==> config.mk <==
export PLATFORM = sky130hd
export DESIGN_NAME = note_sequencer_flat
export DESIGN_NICKNAME = d
export VERILOG_FILES = /design/src/rtl/note_sequencer_if.sv /design/src/rtl/note_sequencer.sv /design/src/flat_wrapper.sv
export SDC_FILE = /design/constraint.sdc
export NUM_CORES = 1
export LEC_CHECK = 0
export ABC_AREA = 1
export BUFFER_PORTS_ARGS = -buffer_cell sky130_fd_sc_hd__buf_2
export CORE_MARGIN = 5
export CORE_UTILIZATION = 40
export CTS_BUF_LIST = sky130_fd_sc_hd__clkbuf_8
export CTS_CLUSTER_DIAMETER = 50
export DETAILED_ROUTE_END_ITERATION = 7
export SLEW_MARGIN = 20
export SYNTH_ARGS = -nofsm -noshare
export SYNTH_HDL_FRONTEND = slang
export SYNTH_SLANG_ARGS = --single-unit
==> constraint.sdc <==
create_clock -name CLOCK_50 -period 2.1 [get_ports CLOCK_50]
set_input_delay 0.42 -clock CLOCK_50 [delete_from_list [all_inputs] [get_ports CLOCK_50]]
set_output_delay 0.42 -clock CLOCK_50 [all_outputs]
set_load 0.005 [all_outputs]
==> src/rtl/note_sequencer_if.sv <==
// -----------------------------------------------------------------------------
// note_sequencer_if
// Bundles the note sequencer's two external buses:
//   - the note ROM: rom_addr out, rom_q back
//   - the audio controller's DAC FIFO: sample_out and write_audio_out out,
//     audio_out_allowed back
// Ports (interface signals):
//   rom_addr          [ADDR_W-1:0]  note ROM address
//   rom_q             [18:0]        half-period in clocks; 0 = rest; all ones = end
//   audio_out_allowed               DAC FIFO has space
//   sample_out        [31:0]        signed sample (two's complement)
//   write_audio_out                 sample write strobe
// Modports: master = the sequencer, slave = the ROM/FIFO side.
// -----------------------------------------------------------------------------
interface note_sequencer_if #(
    parameter int ADDR_W = 10
) ();
    logic [ADDR_W-1:0]  rom_addr;
    logic [18:0]        rom_q;
    logic               audio_out_allowed;
    logic signed [31:0] sample_out;
    logic               write_audio_out;

    modport master (
        output rom_addr,
        output sample_out,
        output write_audio_out,
        input  rom_q,
        input  audio_out_allowed
    );

    modport slave (
        input  rom_addr,
        input  sample_out,
        input  write_audio_out,
        output rom_q,
        output audio_out_allowed
    );
endinterface

==> src/rtl/note_sequencer.sv <==
// -----------------------------------------------------------------------------
// note_sequencer
// Steps through an external note ROM, one entry per beat, and synthesises a
// square wave whose half-period (in clocks) comes from the ROM. The resulting
// signed samples are offered to the DAC FIFO on every busy cycle that the
// FIFO has room; the sequencer never stalls, so samples offered while the
// FIFO is full are simply dropped.
// Ports:
//   CLOCK_50   system clock
//   reset      synchronous, active-high reset
//   start      one-cycle pulse: begin playback at address 0 (ignored when busy)
//   stop       one-cycle pulse: abort playback (no done pulse)
//   loop_en    1 = wrap to address 0 after LAST_ADDR, 0 = finish
//   vol_shift  amplitude = AMPLITUDE >>> vol_shift
//   bus        ROM and DAC FIFO signals (note_sequencer_if.master)
//   busy       high outside IDLE
//   done       one-cycle pulse on natural completion
// -----------------------------------------------------------------------------
module note_sequencer #(
    parameter int ADDR_W      = 10,
    parameter int LAST_ADDR   = 999,
    parameter int BEAT_CYCLES = 2500000,
    parameter int AMPLITUDE   = 100000000,
    parameter int ROM_LATENCY = 2
) (
    input  logic             CLOCK_50,
    input  logic             reset,
    input  logic             start,
    input  logic             stop,
    input  logic             loop_en,
    input  logic [2:0]       vol_shift,
    note_sequencer_if.master bus,
    output logic             busy,
    output logic             done
);

    localparam int BEAT_W = $clog2(BEAT_CYCLES + 1);
    localparam int WAIT_W = $clog2(ROM_LATENCY + 1);

    localparam logic [BEAT_W-1:0] LAST_BEAT  = BEAT_W'(BEAT_CYCLES - 1);
    localparam logic [WAIT_W-1:0] LAST_WAIT  = WAIT_W'(ROM_LATENCY - 1);
    localparam logic [ADDR_W-1:0] LAST_NOTE  = ADDR_W'(LAST_ADDR);
    localparam logic [18:0]       END_MARK   = 19'h7FFFF;
    localparam logic signed [31:0] AMP_FULL  = 32'(AMPLITUDE);

    typedef enum logic [1:0] {
        IDLE,
        FETCH,
        PLAY
    } state_t;

    state_t              state_q, state_d;
    logic [ADDR_W-1:0]   addr_q, addr_d;
    logic [WAIT_W-1:0]   wait_q, wait_d;
    logic [BEAT_W-1:0]   beat_q, beat_d;
    logic [18:0]         phase_q, phase_d;
    logic [18:0]         half_q, half_d;
    logic                snd_q, snd_d;
    logic signed [31:0]  sample_q, sample_d;
    logic                done_q, done_d;

    logic signed [31:0]  amp;
    logic                rest;

    assign amp  = AMP_FULL >>> vol_shift;
    assign rest = (half_q == '0);

    // NOTE: every signal written here gets a default first, so no path
    // leaves one unassigned and no latch is inferred; blocking '=' is used
    // because this is combinational logic evaluated top to bottom.
    always_comb begin
        state_d  = state_q;
        addr_d   = addr_q;
        wait_d   = wait_q;
        beat_d   = beat_q;
        phase_d  = phase_q;
        half_d   = half_q;
        snd_d    = snd_q;
        sample_d = sample_q;
        done_d   = 1'b0;

        case (state_q)
            IDLE: begin
                sample_d = '0;
                // stop wins over a simultaneous start
                if (start && !stop) begin
                    state_d = FETCH;
                    addr_d  = '0;
                    wait_d  = '0;
                end
            end

            FETCH: begin
                if (stop) begin
                    state_d  = IDLE;
                    addr_d   = '0;
                    sample_d = '0;
                end else if (wait_q == LAST_WAIT) begin
                    // rom_q has settled for the current address: latch it and
                    // start the beat with the wave in its positive half
                    half_d  = bus.rom_q;
                    phase_d = '0;
                    beat_d  = '0;
                    snd_d   = 1'b1;
                    if (bus.rom_q == END_MARK) begin
                        state_d  = IDLE;
                        addr_d   = '0;
                        sample_d = '0;
                        done_d   = 1'b1;
                    end else begin
                        state_d = PLAY;
                    end
                end else begin
                    wait_d = wait_q + 1'b1;
                end
            end

            PLAY: begin
                if (stop) begin
                    state_d  = IDLE;
                    addr_d   = '0;
                    sample_d = '0;
                end else begin
                    // sample follows snd with one clock of latency
                    if (rest) begin
                        sample_d = '0;
                    end else begin
                        sample_d = snd_q ? amp : -amp;
                        // phase spans 0..half_period, so a full square period
                        // is 2*(half_period+1) clocks
                        if (phase_q == half_q) begin
                            phase_d = '0;
                            snd_d   = ~snd_q;
                        end else begin
                            phase_d = phase_q + 1'b1;
                        end
                    end

                    if (beat_q == LAST_BEAT) begin
                        wait_d = '0;
                        if (addr_q < LAST_NOTE) begin
                            addr_d  = addr_q + 1'b1;
                            state_d = FETCH;
                        end else if (loop_en) begin
                            addr_d  = '0;
                            state_d = FETCH;
                        end else begin
                            state_d  = IDLE;
                            addr_d   = '0;
                            sample_d = '0;
                            done_d   = 1'b1;
                        end
                    end else begin
                        beat_d = beat_q + 1'b1;
                    end
                end
            end

            default: begin
                state_d = IDLE;
            end
        endcase
    end

    // NOTE: reset is synchronous and sampled only at the clock edge, so it is
    // an ordinary priority branch here rather than part of the sensitivity
    // list; state updates use non-blocking '<=' so every flop samples the
    // pre-edge values regardless of statement order.
    always_ff @(posedge CLOCK_50) begin
        if (reset) begin
            state_q  <= IDLE;
            addr_q   <= '0;
            wait_q   <= '0;
            beat_q   <= '0;
            phase_q  <= '0;
            half_q   <= '0;
            snd_q    <= 1'b1;
            sample_q <= '0;
            done_q   <= 1'b0;
        end else begin
            state_q  <= state_d;
            addr_q   <= addr_d;
            wait_q   <= wait_d;
            beat_q   <= beat_d;
            phase_q  <= phase_d;
            half_q   <= half_d;
            snd_q    <= snd_d;
            sample_q <= sample_d;
            done_q   <= done_d;
        end
    end

    assign busy                = (state_q != IDLE);
    assign done                = done_q;
    assign bus.rom_addr        = addr_q;
    assign bus.sample_out      = sample_q;
    // samples are offered every busy cycle; a full FIFO just drops them
    assign bus.write_audio_out = busy & bus.audio_out_allowed;

endmodule

==> src/flat_wrapper.sv <==
// flat-port wrapper written by rule: the top's interface ports become plain ports
module note_sequencer_flat 
#(
    parameter int ADDR_W      = 10,
    parameter int LAST_ADDR   = 999,
    parameter int BEAT_CYCLES = 2500000,
    parameter int AMPLITUDE   = 100000000,
    parameter int ROM_LATENCY = 2
)
  (CLOCK_50, reset, start, stop, loop_en, vol_shift, busy, done, bus_rom_addr, bus_sample_out, bus_write_audio_out, bus_rom_q, bus_audio_out_allowed);
  note_sequencer_if #(.ADDR_W(ADDR_W)) bus_i ();
  input  logic CLOCK_50;
  input  logic reset;
  input  logic start;
  input  logic stop;
  input  logic loop_en;
  input  logic [2:0] vol_shift;
  output logic busy;
  output logic done;
  output wire logic [$bits(bus_i.rom_addr)-1:0] bus_rom_addr;
  output wire logic [$bits(bus_i.sample_out)-1:0] bus_sample_out;
  output wire logic [$bits(bus_i.write_audio_out)-1:0] bus_write_audio_out;
  input wire logic [$bits(bus_i.rom_q)-1:0] bus_rom_q;
  input wire logic [$bits(bus_i.audio_out_allowed)-1:0] bus_audio_out_allowed;
  assign bus_rom_addr = bus_i.rom_addr;
  assign bus_sample_out = bus_i.sample_out;
  assign bus_write_audio_out = bus_i.write_audio_out;
  assign bus_i.rom_q = bus_rom_q;
  assign bus_i.audio_out_allowed = bus_audio_out_allowed;
  note_sequencer #(.ADDR_W(ADDR_W), .LAST_ADDR(LAST_ADDR), .BEAT_CYCLES(BEAT_CYCLES), .AMPLITUDE(AMPLITUDE), .ROM_LATENCY(ROM_LATENCY)) u_core (.CLOCK_50(CLOCK_50), .reset(reset), .start(start), .stop(stop), .loop_en(loop_en), .vol_shift(vol_shift), .bus(bus_i), .busy(busy), .done(done));
endmodule
---- Word level (Yosys, flattened, before mapping) ----
Cells that the tools add are included.
word-level totals
  output and inout port bits .............. 45
  bits in registers ....................... 108
  bits of input ports ..................... 28
operators by class
  equality and inequality tests ........... 18
  order comparisons ....................... 1
  reductions and logical operators ........ 15
  bitwise gates (word level) .............. 3
  add/sub/neg operators ................... 5
  shifts and indexed selects .............. 1
  mux-type cells .......................... 58
operators with widths
  kind                                                 count
  2-to-1 mux 32 bit                                    9
  one-hot mux 32 bit (3 select lines)                  1
  2-to-1 mux 19 bit                                    5
  2-to-1 mux 22 bit                                    4
  2-to-1 mux 10 bit                                    7
  one-hot mux 22 bit (2 select lines)                  1
  one-hot mux 19 bit (2 select lines)                  1
  negation 32 bit                                      1
  >>> shifter 28 x 3 -> 32 bit (first input constant)  1
  one-hot mux 10 bit (3 select lines)                  1
  2-to-1 mux 2 bit                                     12
  adder 22 x 1 -> 22 bit (second input constant)       1
  == test 22 bit (second input constant)               1
  adder 19 x 1 -> 19 bit (second input constant)       1
  == test 19 bit                                       1
  == test 19 bit (second input constant)               1
  zero test 19 bit                                     1
  AND reduction 5 bit                                  3
  2-to-1 mux 1 bit                                     13
  one-hot mux 2 bit (3 select lines)                   2
  AND reduction 6 bit                                  2
  adder 10 x 1 -> 10 bit (second input constant)       1
  < comparator 10 bit (second input constant)          1
  != test 2 bit (second input constant)                5
  14 further kinds                                     25

---- Logic depth before layout (Yosys ltp) ----
Gate-level depths: netlist (run 1).
  depth in word-level cells ............... 9
  depth in mapped cells ................... 13
  depth with buffers taken out ............ 11

---- Worst setup path before layout (run 1) ----
OpenSTA, ideal clock, no wires.
  path type ............................... in2reg
  from .................................... input port vol_shift[0]
  to ...................................... register u_core.sample_q[5], in the netlist u_core.bus.sample_out[5]
  arrival time ............................ 1.824 ns
  stages on the path ...................... 10
  buffers on the path ..................... 1
  setup time .............................. 0.070 ns
  required time ........................... 2.030 ns
  setup slack ............................. 0.206 ns
  cell sequence ........................... buf_2 > nand2_1 > nor2_1 > inv_1 > ha_1 > or2_2 > o21ai_0 > xor2_1 > nand3_1 > a21oi_1
between the ends
  cells in the longest elaborated chain, start to end .. 9
ends and longest elaborated chain
  what                                   line                   RTL
  from (decl)                            flat_wrapper.sv:17     input logic [2:0] vol_shift;
  >>> shifter 28 x 3 -> 32 bit *         note_sequencer.sv:65   assign amp = AMP_FULL >>> vol_shift;
  negation 32 bit                        note_sequencer.sv:128  sample_d = snd_q ? amp : -amp;
  2-to-1 mux 32 bit *                    note_sequencer.sv:128
  2-to-1 mux 32 bit *                    note_sequencer.sv:125  if (rest) begin
  2-to-1 mux 32 bit                      note_sequencer.sv:144  end else if (loop_en) begin
  2-to-1 mux 32 bit                      note_sequencer.sv:141  if (addr_q < LAST_NOTE) begin
  2-to-1 mux 32 bit *                    note_sequencer.sv:139  if (beat_q == LAST_BEAT) begin
  2-to-1 mux 32 bit *                    note_sequencer.sv:119  if (stop) begin
  one-hot mux 32 bit (3 select lines) *  note_sequencer.sv:82   case (state_q)
  to (signal assigned)                   note_sequencer.sv:188  sample_q <= sample_d;
  to (decl)                              note_sequencer.sv:59   logic signed [31:0] sample_q, sample_d;
Every way passes the cells marked *; elsewhere a longest branch is shown, timed or not.
A chain may end at the register's enable or synchronous reset.

---- Worst setup path in the final report (run 1) ----
  from .................................... register u_core.state_q[1]
  to ...................................... register u_core.phase_q[9]
between the ends
  cells in the longest elaborated chain, start to end .. 3
  elaborated cells between the ends (all ways) .. 9
  classes of those cells .................. eq/ne: 6; mux: 1; reduce/logical: 2
ends and longest elaborated chain
  what                                                     line                   RTL
  from (decl)                                              note_sequencer.sv:52   state_t state_q, state_d;
  from (signal assigned)                                   note_sequencer.sv:181  state_q <= state_d;
  == test 2 bit or == test 2 x 1 -> 1 bit (tied branches)  note_sequencer.sv:82
  != test 2 bit (no line), or another cell as far along    -
  AND reduction 5 bit (no line)                            -
  to (signal assigned)                                     note_sequencer.sv:185  phase_q <= phase_d;
  to (decl)                                                note_sequencer.sv:56   logic [18:0] phase_q, phase_d;
Several ways; a longest one is shown, not always the timed one.

==> results of run 1 <==
==> cells in the mapped netlist (4+ instances only) <==
master,count,share of area
a21oi_1,83,0.066
buf_2,6,0.0048
buf_4,5,0.0059
buf_6,10,0.018
clkbuf_1,12,0.0071
dfxtp_1,107,0.34
ha_1,9,0.018
inv_1,82,0.049
inv_2,7,0.0042
nand2_1,261,0.16
nand2_2,9,0.0089
nand3_1,64,0.051
nand3b_1,11,0.013
nand4_1,25,0.025
nor2_1,147,0.087
nor2_2,4,0.0040
nor3_1,12,0.0095
nor4_1,4,0.0040
o21ai_0,33,0.026
xnor2_1,11,0.015
xor2_1,24,0.033
==> cells by family after synthesis <==
kind of cell / share of synthesized area
AO/OA/AOI/OAI: 0.114
flip-flops: 0.339
buffers and inverters: 0.0936
other: 0.000594
AND/OR/NAND/NOR: 0.387
adder cells (fa/ha/maj): 0.0178
XOR/XNOR: 0.0486
==> sequential cells by signal (all words and copies together), names as in the netlist <==
register and flops:
u_core.bus.sample_out 31, u_core.bus.rom_addr 10, u_core.wait_q 2, u_core.done 1, u_core.state_q 2, u_core.half_q 19, u_core.beat_q 22, u_core.snd_q 1
u_core.phase_q 19
==> cell type report <==
type                            count  share of cell area
Clock inverter                      5             0.00614
Tap cell                          216              0.0379
Multi-Input combinational cell    730               0.504
Timing Repair Buffer               98              0.0800
Inverter                           92              0.0499
Clock buffer                       11              0.0212
Sequential cell                   107               0.301
==> repair_timing <==
item / in CTS / in global routing
gates resized for setup: 0 / 5
hold endpoints to repair: 0 / 0
endpoints found under the setup margin: 0 / 5
==> stage by stage <==
stage	worst slack, ps	instance area (µm²)	hold slack (ps)	utilization
after global routing	9.46	7130	264	0.455
final	173	7130	262	0.455
after floorplan	206	6310	452	-
after CTS	150	7110	242	0.454
after detailed placement	141	6920	454	0.442
after global placement	165	6920	453	0.442
==> layout by cell type, fill, tap and decap left out, drive strengths merged <==
master  synthesis  routed
nand2         272     272
nor2          154     154
dfxtp         107     107
buf            23      98
inv            90      92
a21oi          86      86
nand3          66      66
o21ai          37      37
nand4          25      25
xor2           24      24
nor3           16      16
nand3b         11      11
xnor2          11      11
clkbuf         13      11
ha              9       9
clkinv          2       5
nor4            4       4
or2             4       4
o211ai          3       3
a21o            2       2
o21bai          2       2
a21boi          1       1
nor3b           1       1
and3            1       1
conb            1       1
==> worst paths after layout <==
check / to / cells after the start
setup reg to reg: u_core.phase_q[9]$_SDFFE_PP0P_ / 10
hold / removal: u_core.half_q[15]$_SDFFE_PP0P_ / 3
hold reg to reg: u_core.bus.sample_out[25]$_SDFFE_PP0P_ / 2
setup / recovery: u_core.phase_q[9]$_SDFFE_PP0P_ / 10
==> worst reg2reg max path, stage by stage (launching register included) <==
cell and delay [ps]:
dfxtp_1 390, inv_1 80, ha_1 200, inv_2 140, nor2_4 60, nor3_4 280, nand2_2 130, inv_4 170
nand2_2 150, nand2_8 140, nor2_1 70
==> layer usage <==
metal	vias to the layer above	share of wire
li1	3234	-
met1	2715	0.49
met2	81	0.47
met3	18	0.028
met4	0	0.017
met5	-	0
==> power breakdown <==
part | switching [mW] | leakage (nW) | total, mW | internal [mW]
combinational | 0.953 | 1.94 | 1.42 | 0.464
sequential | 0.0606 | 0.863 | 2.15 | 2.09
clock | 0.760 | 0.101 | 1.27 | 0.512
total | 1.77 | 2.90 | 4.84 | 3.06
==> out/metrics.csv, run 1 <==
metric,value,unit
status,"complete, no violations",
Routed WL,16200,µm
TritonCTS Buffers,9,
Mapped Cells,965,
dpl cells,1243,
CP max stage cell,dfxtp_1,
Synth cell types,46,
Die ar.,0.0184,mm²
Final nets,1075,
GRT Residual Overflow,0,
Post-Syn Area per Cell,6.54,µm²
clk buf depth,2,
Crit Path Class,reg2reg,
worst path cell trace,inv_1 > ha_1 > inv_2 > nor2_4 > nor3_4 > nand2_2 > inv_4 > nand2_2 > nand2_8 > nor2_1,
DRT iter0 DRCs,373,
vias in the first global route,5571,
fin cells,1259,
Yosys warning count,0,
Filler Cells Inserted,1731,
setup_tns,0,ps
routed len/inst,12.9,µm
synthesized flop and latch total,107,
Worst EP required,2390,ps
CTS sink count,107,
vias per inst,4.80,
count of pins over their slew limit,0,
antenna violations before repair,0,
Tot GR Track Use,0.181,
Post-synth ARST share,0,
H-tree Lvls,3,
Layout area overhead,12.9,%
Post-synth EDFFs,0,
post-CTS setup buffer count,0,
Mapped Area,0.00631,mm²
hold_buf cts,0,
gr busiest metal,met2,
Crit. End Element,register,
Critical Path Fanout Max,16,
Skew-Pair Late Insertion Delay,390,ps
DRC,0,
Register Area,0.00214,mm²
Final Hold Viols,0,
row count,46,
peak supply drop,376,µV
global-route wire length before repair,27200,µm
Crit path max-delay family,simple AND/OR/NAND/NOR gates,
Max Cap Viol,0,
sequential area share after synthesis,0.339,
Die W,136,µm
layout cell share with drive strength beyond 1,0.152,
Static Leak,2.90,nW
crit-path most repeated cell,nand2_2,
skew final,12.3,ps
register clock-pin slew on the reported worst setup and hold paths,110,ps
core footprint,0.0157,mm²
met3 Use GR,0.0260,
CTS root buffer,clkbuf_8,
R2R Setup Slk,170,ps
detailed-route via count,6048,
First-pass DRT Iterations,4,
Main synth FF type,dfxtp_1,
Die Ht,136,µm
Final GP Congestion,0.858,
ANT cells,0,
Setup-failing EPs final,0,
crit path DAT,2210,ps
Worst slew margin,0.660,
Top Ports,73,
post-route clock period utilization,0.918,
CP max stage delay,390,ps
met1 Track Usage GR,0.249,
power per cell area,679,mW/mm²
Syn Nets,1002,
CTS tree,done,
I/O Buffers,71,
largest net degree at the start of global routing,49,
min Tclk post-route,1930,ps
HPWL after DPL,12200,µm
Worst Setup SP,u_core.state_q[1]$_SDFFE_PP0P_,
WP buf/inv,3,
FMAX,0.519,GHz
total power draw,4.84,mW
Critical R2R Launch,u_core.state_q[1]$_SDFFE_PP0P_,
Hold Crit Class,in2reg,
post-route ant nets,0,
RSZ-0062 raised after global routing,false,
Tightest Pin Transition,510,ps
Initial Util,0.403,
Multi-input gate area,0.00359,mm²
crit start category,register,
met2 Resource Use GR,0.293,
hold_sp,bus_rom_q[15],
No activity file was read; power rests on OpenSTA's default activity.
==> run 2: changes to the inputs <==
- CORE_MARGIN: 5 -> 8
==> run 2 against run 1 <==
Against the previous run:
- cell count about the same
- sequential power hardly changed
- worst hold slack gained 1.7 ps
- clock-buffer cell count decreased by 2
- largest cell class unchanged
==> out/metrics.csv, run 2 (same netlist as run 1, synthesis figures left out) <==
metric,value,unit,change
Final GP Congestion,0.887,,was 0.858
FMAX,0.512,GHz,was 0.519 GHz
GRT Residual Overflow,0,,unchanged
Crit Path Class,reg2reg,,unchanged
Layout area overhead,12.3,%,was 12.9%
met3 Use GR,0.0376,,was 0.0260
Tot GR Track Use,0.164,,was 0.181
Multi-input gate area,0.00359,mm²,about the same
Setup-failing EPs final,0,,unchanged
setup_tns,0,ps,unchanged
crit start category,register,,unchanged
Initial Util,0.403,,unchanged
Hold Crit Class,in2reg,,unchanged
ANT cells,0,,unchanged
power per cell area,668,mW/mm²,was 679 mW/mm²
Routed WL,16600,µm,was 16200 µm
count of pins over their slew limit,0,,unchanged
CP max stage delay,430,ps,was 390 ps
vias per inst,4.84,,was 4.80
vias in the first global route,5472,,was 5571
Final Hold Viols,0,,unchanged
First-pass DRT Iterations,5,,was 4
routed len/inst,13.2,µm,was 12.9 µm
Skew-Pair Late Insertion Delay,400,ps,was 390 ps
Die W,142,µm,was 136 µm
skew final,18.3,ps,was 12.3 ps
largest net degree at the start of global routing,60,,was 49
H-tree Lvls,3,,unchanged
Critical Path Fanout Max,10,,was 16
fin cells,1258,,was 1259
Die Ht,142,µm,was 136 µm
Top Ports,73,,unchanged
max reg flops,31,,unchanged
clk buf depth,2,,unchanged
post-route clock period utilization,0.930,,was 0.918
DRT iter0 DRCs,433,,was 373
Tightest Pin Transition,654,ps,was 510 ps
CTS sink count,107,,unchanged
CTS root buffer,clkbuf_8,,unchanged
gr busiest metal,met2,,unchanged
core footprint,0.0157,mm²,unchanged
hold_buf cts,0,,unchanged
peak supply drop,361,µV,was 376 µV
CTS tree,done,,unchanged
CP max stage cell,dfxtp_1,,unchanged
met2 Resource Use GR,0.276,,was 0.293
min Tclk post-route,1950,ps,was 1930 ps
antenna violations before repair,0,,unchanged
row count,46,,unchanged
post-route ant nets,0,,unchanged
dpl cells,1242,,was 1243
HPWL after DPL,12500,µm,was 12200 µm
Worst slew margin,0.564,,was 0.660
met1 Track Usage GR,0.210,,was 0.249
DRC,0,,unchanged
Crit. End Element,register,,unchanged
post-CTS setup buffer count,0,,unchanged
detailed-route via count,6087,,was 6048
post_cts resized,0,,unchanged
crit-path most repeated cell,nand2_2,,unchanged
worst path cell trace,ha_1 > nand2_2 > nor3_4 > nand3_2 > nand2_2 > nand2_2 > buf_4 > nand3b_1 > a21oi_1,,was inv_1 > ha_1 > inv_2 > nor2_4 > nor3_4 > nand2_2 > inv_4 > nand2_2 > nand2_8 > nor2_1
register clock-pin slew on the reported worst setup and hold paths,100,ps,was 110 ps
crit path DAT,2210,ps,about the same
Static Leak,2.90,nW,about the same
"leading cell type in the layout, fill and taps excluded",nand2_1,,unchanged
Register Area,0.00214,mm²,unchanged
most frequent cells in the layout,"nand2_1 (261), nor2_1 (147), dfxtp_1 (107)",,unchanged
total power draw,4.74,mW,was 4.84 mW
Die ar.,0.0201,mm²,was 0.0184 mm²
I/O Buffers,71,,unchanged
Max Cap Viol,0,,unchanged
global-route wire length before repair,26800,µm,was 27200 µm
Final nets,1074,,was 1075
Worst EP required,2350,ps,was 2390 ps
Filler Cells Inserted,1729,,was 1731
status,"complete, no violations",,unchanged
RSZ-0062 raised after global routing,false,,unchanged
layout cell share with drive strength beyond 1,0.148,,was 0.152
TritonCTS Buffers,9,,unchanged
run 2: cell count changes in the layout (fill, tap and decap cells not counted):
| cell | before | now |
|---|---|---|
| inv_2 | 6 | 7 |
| ha_2 | 1 | 0 |
| ha_1 | 8 | 9 |
| clkinv_4 | 4 | 2 |
| clkbuf_8 | 11 | 9 |
| inv_6 | 2 | 1 |
| buf_4 | 26 | 25 |
| inv_4 | 2 | 1 |
| inv_1 | 82 | 85 |
| inv_8 | 0 | 1 |
| clkinv_2 | 0 | 1 |
run 2: area by class of cell:
| cell class | count | area share |
|---|---|---|
| multi-input cells | 730 | 0.507 |
| flip-flops and latches | 107 | 0.302 |
| repair buffers | 97 | 0.0794 |
| inverters | 92 | 0.0498 |
| well taps | 216 | 0.0381 |
| clock buffers | 9 | 0.0175 |
| clock inverters | 7 | 0.00635 |
run 2: per-stage QoR:
stage               setup slack (ps)  utilization  hold WS, ps  area, µm²
global route                    21.5        0.453          266       7090
detailed placement              76.7        0.441          455       6910
global placement                73.1        0.441          451       6910
floorplan                        206            -          452       6310
finish                           147        0.453          264       7090
CTS                             51.7        0.452          246       7080
run 2: final timing paths:
path	start	endpoint	slack, ps	cells past startpoint
max reg2reg	u_core.beat_q[0]$_SDFFE_PP0P_	u_core.bus.sample_out[12]$_SDFFE_PP0P_	150	9
max	u_core.beat_q[0]$_SDFFE_PP0P_	u_core.bus.sample_out[12]$_SDFFE_PP0P_	150	9
min reg2reg	u_core.bus.sample_out[21]$_SDFFE_PP0P_	u_core.bus.sample_out[21]$_SDFFE_PP0P_	470	2
min	bus_rom_q[15]	u_core.half_q[15]$_SDFFE_PP0P_	260	3
run 2: layer usage:
layer / vias to the layer above / share of wire
met3: 12 / 0.035
met4: 0 / 0.0087
met5: - / 0
met1: 2748 / 0.48
met2: 94 / 0.47
li1: 3233 / -
run 2: where the power goes:
group | internal [mW] | switching, mW
Sequential | 2.09 | 0.0686
Clock | 0.433 | 0.745
Combinational | 0.457 | 0.945
run 2: critical path: cells and delay by family (launching register included):
| kind | cells | cell delay (ps) |
|---|---|---|
| buffers and inverters | 1 | 220 |
| adders and majority gates | 1 | 270 |
| AOI/OAI and AO/OA | 1 | 70 |
| and+or+nand+nor | 6 | 840 |
| DFF | 1 | 430 |
